==> src/rtl/gsensor_spi_responder.sv <==
// SPI mode-3 responder emulating an accelerometer register file (DEVID, rate/power/format, XYZ samples).
// Latency: sdo updates SYNC_STAGES+1 clk after each sclk fall; writes commit 1 clk after the 8th data-bit rise.
// No backpressure: the initiator paces everything; sclk must be at most clk/8.
module gsensor_spi_responder #(
   parameter logic [7:0] DEVID       = 8'hE5,
   parameter int         SYNC_STAGES = 2
) (
   input  logic        clk,
   input  logic        reset_n,
   input  logic        sclk,
   input  logic        cs_n,
   input  logic        sdi,
   output logic        sdo,
   output logic        sdo_oe,
   input  logic [15:0] sample_x,
   input  logic [15:0] sample_y,
   input  logic [15:0] sample_z,
   output logic        wr_valid,
   output logic [5:0]  wr_addr,
   output logic [7:0]  wr_data,
   output logic        busy
);

   typedef enum logic [1:0] {IDLE, CMD, DATA} state_t;

   state_t state, state_nxt;

   logic [SYNC_STAGES-1:0] sclk_sync, cs_sync, sdi_sync;
   logic       sclk_s, cs_s, sdi_s, sclk_prev;
   logic       sclk_rise, sclk_fall;

   logic [2:0] bit_cnt;
   logic [2:0] fall_cnt;
   logic [7:0] rx;
   logic [7:0] rx_byte;
   logic [7:0] tx;
   logic       rw, mb;
   logic [5:0] addr;
   logic       sdo_r, oe_r;

   logic       commit_pend;
   logic [5:0] commit_addr;
   logic [7:0] commit_data;
   logic       commit_ok;

   logic [15:0] snap_x, snap_y, snap_z;
   logic [7:0]  bw_rate, power_ctl, data_format;
   logic [7:0]  rd_dat;

   assign sclk_s  = sclk_sync[SYNC_STAGES-1];
   assign cs_s    = cs_sync[SYNC_STAGES-1];
   assign sdi_s   = sdi_sync[SYNC_STAGES-1];

   // sclk edges count only while the chip is selected
   assign sclk_rise = sclk_s & ~sclk_prev & ~cs_s;
   assign sclk_fall = ~sclk_s & sclk_prev & ~cs_s;

   assign rx_byte   = {rx[6:0], sdi_s};
   assign commit_ok = (commit_addr == 6'h2C) || (commit_addr == 6'h2D) || (commit_addr == 6'h31);

   assign busy   = (state != IDLE);
   assign sdo_oe = oe_r;
   assign sdo    = sdo_r & oe_r;

   // Synchronize the SPI pins; idle values are sclk=1, cs_n=1, sdi=0
   always_ff @(posedge clk or negedge reset_n) begin
      if (!reset_n) begin
         sclk_sync <= '1;
         cs_sync   <= '1;
         sdi_sync  <= '0;
         sclk_prev <= 1'b1;
      end else begin
         sclk_sync <= {sclk_sync[SYNC_STAGES-2:0], sclk};
         cs_sync   <= {cs_sync[SYNC_STAGES-2:0], cs_n};
         sdi_sync  <= {sdi_sync[SYNC_STAGES-2:0], sdi};
         sclk_prev <= sclk_s;
      end
   end

   // State register
   always_ff @(posedge clk or negedge reset_n) begin
      if (!reset_n) state <= IDLE;
      else          state <= state_nxt;
   end

   // Next state: deselect always returns to IDLE, command ends on the 8th rise
   always_comb begin
      state_nxt = state;
      case (state)
         IDLE:    if (!cs_s) state_nxt = CMD;
         CMD: begin
            if (cs_s)                              state_nxt = IDLE;
            else if (sclk_rise && bit_cnt == 3'd7) state_nxt = DATA;
         end
         DATA:    if (cs_s) state_nxt = IDLE;
         default: state_nxt = IDLE;
      endcase
   end

   // Register read mux, axis bytes come from the per-transaction snapshot
   always_comb begin
      rd_dat = 8'h00;
      case (addr)
         6'h00:   rd_dat = DEVID;
         6'h2C:   rd_dat = bw_rate;
         6'h2D:   rd_dat = power_ctl;
         6'h31:   rd_dat = data_format;
         6'h32:   rd_dat = snap_x[7:0];
         6'h33:   rd_dat = snap_x[15:8];
         6'h34:   rd_dat = snap_y[7:0];
         6'h35:   rd_dat = snap_y[15:8];
         6'h36:   rd_dat = snap_z[7:0];
         6'h37:   rd_dat = snap_z[15:8];
         default: rd_dat = 8'h00;
      endcase
   end

   // Shift datapath, write commit and register file
   always_ff @(posedge clk or negedge reset_n) begin
      if (!reset_n) begin
         bit_cnt     <= 3'd0;
         fall_cnt    <= 3'd0;
         rx          <= 8'h00;
         tx          <= 8'h00;
         rw          <= 1'b0;
         mb          <= 1'b0;
         addr        <= 6'h00;
         sdo_r       <= 1'b0;
         oe_r        <= 1'b0;
         commit_pend <= 1'b0;
         commit_addr <= 6'h00;
         commit_data <= 8'h00;
         wr_valid    <= 1'b0;
         wr_addr     <= 6'h00;
         wr_data     <= 8'h00;
         snap_x      <= 16'h0000;
         snap_y      <= 16'h0000;
         snap_z      <= 16'h0000;
         bw_rate     <= 8'h0A;
         power_ctl   <= 8'h00;
         data_format <= 8'h00;
      end else begin
         wr_valid <= 1'b0;
         if (commit_pend) begin
            commit_pend <= 1'b0;
            if (commit_ok) begin
               wr_valid <= 1'b1;
               wr_addr  <= commit_addr;
               wr_data  <= commit_data;
               case (commit_addr)
                  6'h2C:   bw_rate     <= commit_data;
                  6'h2D:   power_ctl   <= commit_data;
                  6'h31:   data_format <= commit_data;
                  default: ;
               endcase
            end
         end

         case (state)
            IDLE: begin
               sdo_r <= 1'b0;
               oe_r  <= 1'b0;
               if (!cs_s) begin
                  snap_x   <= sample_x;
                  snap_y   <= sample_y;
                  snap_z   <= sample_z;
                  bit_cnt  <= 3'd0;
                  fall_cnt <= 3'd0;
                  rx       <= 8'h00;
               end
            end
            CMD: begin
               sdo_r <= 1'b0;
               oe_r  <= 1'b0;
               if (sclk_rise) begin
                  rx      <= rx_byte;
                  bit_cnt <= bit_cnt + 3'd1;
                  if (bit_cnt == 3'd7) begin
                     rw       <= rx_byte[7];
                     mb       <= rx_byte[6];
                     addr     <= rx_byte[5:0];
                     fall_cnt <= 3'd0;
                  end
               end
            end
            DATA: begin
               if (cs_s) begin
                  sdo_r <= 1'b0;
                  oe_r  <= 1'b0;
               end else begin
                  if (sclk_fall && rw) begin
                     oe_r     <= 1'b1;
                     fall_cnt <= fall_cnt + 3'd1;
                     if (fall_cnt == 3'd0) begin
                        sdo_r <= rd_dat[7];
                        tx    <= {rd_dat[6:0], 1'b0};
                     end else begin
                        sdo_r <= tx[7];
                        tx    <= {tx[6:0], 1'b0};
                     end
                  end
                  if (sclk_rise) begin
                     rx      <= rx_byte;
                     bit_cnt <= bit_cnt + 3'd1;
                     if (bit_cnt == 3'd7) begin
                        if (!rw) begin
                           commit_pend <= 1'b1;
                           commit_addr <= addr;
                           commit_data <= rx_byte;
                        end
                        if (mb) addr <= addr + 6'd1;
                     end
                  end
               end
            end
            default: begin
               sdo_r <= 1'b0;
               oe_r  <= 1'b0;
            end
         endcase
      end
   end

endmodule
==> config.mk <==
export PLATFORM = sky130hd
export DESIGN_NAME = gsensor_spi_responder
export DESIGN_NICKNAME = d
export VERILOG_FILES = /design/src/rtl/gsensor_spi_responder.sv
export SDC_FILE = /design/constraint.sdc
export NUM_CORES = 1
export LEC_CHECK = 0
export ABC_CLOCK_PERIOD_IN_PS = 2800
export CAP_MARGIN = 10
export CORE_ASPECT_RATIO = 0.9
export CORE_MARGIN = 5
export CORE_UTILIZATION = 50
export DETAILED_ROUTE_END_ITERATION = 8
export HOLD_SLACK_MARGIN = 0.1
export PLACE_DENSITY = 0.77
export SYNTH_ARGS = -nofsm -noshare
export SYNTH_HDL_FRONTEND = slang
export SYNTH_SLANG_ARGS = --single-unit
==> constraint.sdc <==
create_clock -name clk -period 2.8 [get_ports clk]
set_input_delay 0.28 -clock clk [delete_from_list [all_inputs] [get_ports clk]]
set_output_delay 0.28 -clock clk [all_outputs]
set_load 0.05 [all_outputs]
# After elaboration in Yosys (flattened, before gate mapping)
# Index checks and enable logic that the tools add are counted.
# Widths: inputs -> output; s select.
word_totals:
  regBits: 143
  inputBits: 53
  output_inout_bits: 18
  word_cells: 127
classes:
  addsub: 3
  eq_ne: 26
  muxes: 41
  bitwise: 9
  n_reduce_logical: 22
op_table:
  columns: ["operator", "n"]
  rows:
  - ["$pmux 8 s10", 1]
  - ["$eq 6x6->1 const B", 12]
  - ["$mux 6", 6]
  - ["$mux 8", 4]
  - ["$pmux 8 s3", 1]
  - ["$mux 3", 7]
  - ["$reduce_and 3->1", 7]
  - ["$ne 2x2->1 const B", 9]
  - ["$pmux 3 s3", 2]
  - ["$mux 1", 14]
  - ["$pmux 6 s2", 1]
  - ["$mux 2", 4]
  - ["$reduce_and 7->1", 1]
  - ["$add 3x1->3 const B", 2]
  - ["$add 6x1->6 const B", 1]
  - ["$logic_not 6->1", 1]
  - ["$ne 3x3->1 const B", 2]
  - ["$pmux 2 s3", 1]
  - ["$reduce_and 6->1", 1]
  - ["$and 1x1->1", 5]
  - ["$reduce_and 5->1", 1]
  - ["$not 1->1", 4]
  - ["$reduce_and 2->1", 2]
  - ["$reduce_bool 2->1", 2]
  - ["8 further kinds", 10]

# Depth between registers and ports, before layout
depth:
  ltp_word: 7
  depth_mapped: 10
  mapped_depth_nobuf: 7

# Least setup slack after synthesis
# OpenSTA, ideal clock, no wires.
synth_path:
  path_kind: "register -> register"
  startpoint: "reg state[1]"
  endpoint: "reg snap_x[0]"
  setup_time_ns: 0.125
  arrival_time_ns: 1.889
  t_required_ns: 2.675
  setup_slack_ns: 0.786
  path_stages_with_launch: 8
  n_path_buf: 2
  period_less_slack_ns: 2.014
  cell_sequence: "dfrtp_1 > inv_1 > ha_1 > inv_1 > nor2_1 > buf_2 > buf_2 > mux2_2"
synth_between:
  elab_chain_len: 2
synth_lines:
  columns: ["element", "line", "source"]
  rows:
  - ["start: declaration", "26", "state_t state, state_nxt;"]
  - ["start signal: assignment", "83", "else state <= state_nxt;"]
  - ["$logic_not 2->1", "159", "case (state)"]
  - ["$reduce_and 2->1 (no source line)", null, null]
  - ["end signal: assignment", "164", "snap_x <= sample_x;"]
  - ["end: declaration", "46", "logic [15:0] snap_x, snap_y, snap_z;"]
# No other way between the ends.
# A chain may end at the register's enable or synchronous reset.

# Worst setup path after layout
layout_path:
  startpoint: "reg state[1]"
  endpoint: "out busy"
layout_between:
  elab_chain_len: 1
layout_lines:
  columns: ["element", "line", "source"]
  rows:
  - ["$reduce_bool 2->1", "61", "assign busy = (state != IDLE);"]
  - ["end: declaration", "21", "output logic busy"]
# No other way between the ends.

==> run summary <==
Status -> finished, final reports clean
Final Hold Viols -> 0
Post-synth ARST share -> 1.00
I/O Buffers -> 70
Gr usage total -> 0.211
DR WL/cell -> 20.1 µm
Library cells used by synthesis -> 58
Vias in the first global route -> 4446
Crit path buf inv count -> 3
Avg Inst Size Synth -> 12.6 µm²
Final Max Slew Viols -> 0
Top cells by count, synth -> dfrtp_1, mux2_2, nand2_1, a22o_1, nand3_1
Post-synthesis sequential area ratio -> 0.552
Clock sink count -> 141
Synth area leader -> dfrtp_1
RSZ-0062 raised after global routing -> no
Final HPWL DP -> 10600 µm
Internal power -> 4.28 mW
Slowest-stage cell, CP -> clkdlybuf4s50_1
# fillers -> 982
H-tree levels -> 4
Core area -> 12600 µm²
CTS max path bufs -> 2
Clk network pwr share -> 0.384
Worst Skew -> 0.0122 ns
Full die area -> 15200 µm²
Largest net degree at the start of global routing -> 82
CTS Buf Count -> 17
Die Y -> 117 µm
CP startpoint kind -> flip-flop
DR iter-0 viols -> 440
Crit-path max cell delay -> 0.83 ns
Max-cap violations -> 0
Cells after synthesis -> 510
Number of synthesized flops with an enable pin -> 0
DR pass1 iterations -> 5
FF-to-FF setup slack -> 0.72 ns
N_diodes -> 0
Final ANT Viol Nets -> 0
Leak Pwr -> 3.55 nW
First-pass GRT wire length -> 24900 µm
#FFs+latches synth -> 141
Gate power share -> 0.148
Net Count, Synth -> 576
Peak VDD IR -> 0.000482 V
CTS tree -> built
Setup TNS -> 0 ns
Remaining global-route overflow -> 0
Std cell rows -> 39
Final #Nets -> 647
Critical-path maximum fanout -> 4
Headroom to the max-slew limit -> 0.538
Ys Warns -> 0
Initial antenna violation count -> 0
Top cells by area, synth -> dfrtp_1, mux2_2, dfstp_2, a22o_1, ha_1
Reg area -> 3540 µm²
Setup bufs post-CTS -> 0
Pwr Density -> 744 nW/µm²
Most frequent cell on the critical path -> inv_1
Switching share of power -> 0.268
Peak Freq -> 417 MHz
Die Width -> 129 µm
Finished Core Util -> 0.622
DRC -> 0
Area grow syn2layout -> 22.6%
Most frequent cell after synthesis -> dfrtp_1
WP data required -> 2.52 ns
GPL Wtd Cong -> 0.925
Synth top area share -> 0.523
Final min period -> 2.40 ns
Sequential Power Share -> 0.468
CP arrival -> 2.12 ns
Via density -> 5.84
Post-Route WL -> 15200 µm
Multi-input logic area -> 2670 µm²
Clock-pin slew on the worst setup and hold paths -> 0.06 ns
Root buf cell -> clkbuf_16
Initial Util -> 0.507
Main synth FF type -> dfrtp_1
Fraction of final layout cells sized beyond drive strength 1 -> 0.253
Worst-margin pin slew -> 0.693 ns
CP delay by family, top -> buffers and inverters
Clk_lat worst skew -> 0.43 ns
Mapped Area -> 6410 µm²
Min-Delay Path Class -> primary input to flip-flop
Critical path cell sequence -> inv_1, ha_1, inv_1, clkdlybuf4s50_1
Via count -> 4430
I/O pins -> 71
Final setup viols -> 0
Cts repair resizes -> 0
Setup crit end kind -> primary output
Sw Pwr -> 1.57 mW
Crit share post-route -> 0.857
Crit path kind -> flip-flop to primary output
metrics by stage:
| step | setup slack, ns | area, µm² | instances | hold slack (ns) | power (mW) |
|---|---|---|---|---|---|
| after detailed placement | 0.732 | 7260 | 725 | 0.295 | 3.64 |
| final | 0.400 | 7860 | 758 | 0.271 | 5.85 |
| after global placement | 0.780 | 7260 | 725 | 0.286 | 3.60 |
| after CTS | 0.379 | 7860 | 758 | 0.263 | 5.89 |
| after floorplan | 0.786 | 6410 | 510 | -0.0156 | 3.27 |
| after global routing | 0.297 | 7860 | 758 | 0.258 | 6.10 |
power groups by stage:
stage	Clock, mW	Combinational, mW	Sequential, mW
2_1_floorplan	0	0.641	2.62
3_3_place_gp	0	0.829	2.77
3_5_place_dp	0	0.872	2.77
4_1_cts	2.28	0.879	2.74
5_1_grt	2.37	0.948	2.78
6_report	2.24	0.864	2.74
kinds of logic after synthesis:
| logic type | synth area share |
|---|---|
| buffers and inverters | 0.0337 |
| AOI/OAI and AO/OA | 0.113 |
| DFF | 0.552 |
| muxes | 0.173 |
| xor gates and xnor gates | 0.00137 |
| and+or+nand+nor | 0.101 |
| adders and majority gates | 0.0254 |
area by class of cell:
| type | instances | share of cell area |
|---|---|---|
| clock inverter | 14 | 0.0204 |
| multi-input combinational | 325 | 0.339 |
| inverter | 13 | 0.00621 |
| sequential | 141 | 0.450 |
| tap | 164 | 0.0261 |
| clock buffer | 18 | 0.0546 |
| timing repair buffer | 83 | 0.104 |
path summary, 6_finish.rpt:
path                                             from                endpoint  cells after the start
worst min-delay path                             cs_n    cs_sync[0]$_DFF_PN1_                      1
max in group asynchronous                     reset_n  bw_rate[1]$_DFFE_PN1P_                      3
worst max-delay path             state[1]$_DFFE_PN0P_                    busy                      4
worst min register to register  sdi_sync[0]$_DFF_PN0_   sdi_sync[1]$_DFF_PN0_                      0
worst max register to register   state[1]$_DFFE_PN0P_   snap_y[9]$_DFFE_PN0P_                      6
min in group asynchronous                     reset_n   sdi_sync[0]$_DFF_PN0_                      2
cell usage in the layout (no fill, tap or decap), drive strengths merged, types with 7 or more instances in the layout:
master / synthesis / final
a21oi: 15 / 15
a221oi: 7 / 7
a22o: 19 / 19
a22oi: 11 / 11
a32oi: 8 / 8
and3: 13 / 13
buf: 25 / 13
clkbuf: 6 / 18
clkdlybuf4s50: 0 / 69
dfrtp: 134 / 134
dfstp: 7 / 7
ha: 13 / 13
inv: 13 / 17
mux2: 97 / 97
nand2: 29 / 29
nand3: 18 / 18
nor2: 11 / 11
nor2b: 7 / 7
o21ai: 15 / 15
routing by layer:
metal,vias to the layer above,GRT usage,routed length (µm),part of all wire
li1,2022,-,-,-
met1,2224,0.311,7030,0.46
met2,159,0.292,6760,0.44
met5,-,0,0,0
met4,0,0.0702,299,0.020
met3,25,0.0686,1120,0.073
flip-flops by register name, indices dropped and copies added (netlist names), 3 cells and up:
name         cells
bw_rate          8
snap_z          16
commit_addr      6
snap_y          16
tx               7
wr_data          8
snap_x          16
data_format      8
rx               7
power_ctl        8
wr_addr          6
commit_data      8
fall_cnt         3
bit_cnt          3
addr             6
what timing repair did:
action,4_1_cts,5_1_grt
endpoints found under the setup margin,0,0
hold buffers,1,0
endpoints found under the hold margin,55,0
Note: power is estimated with default switching activity, not from simulation.
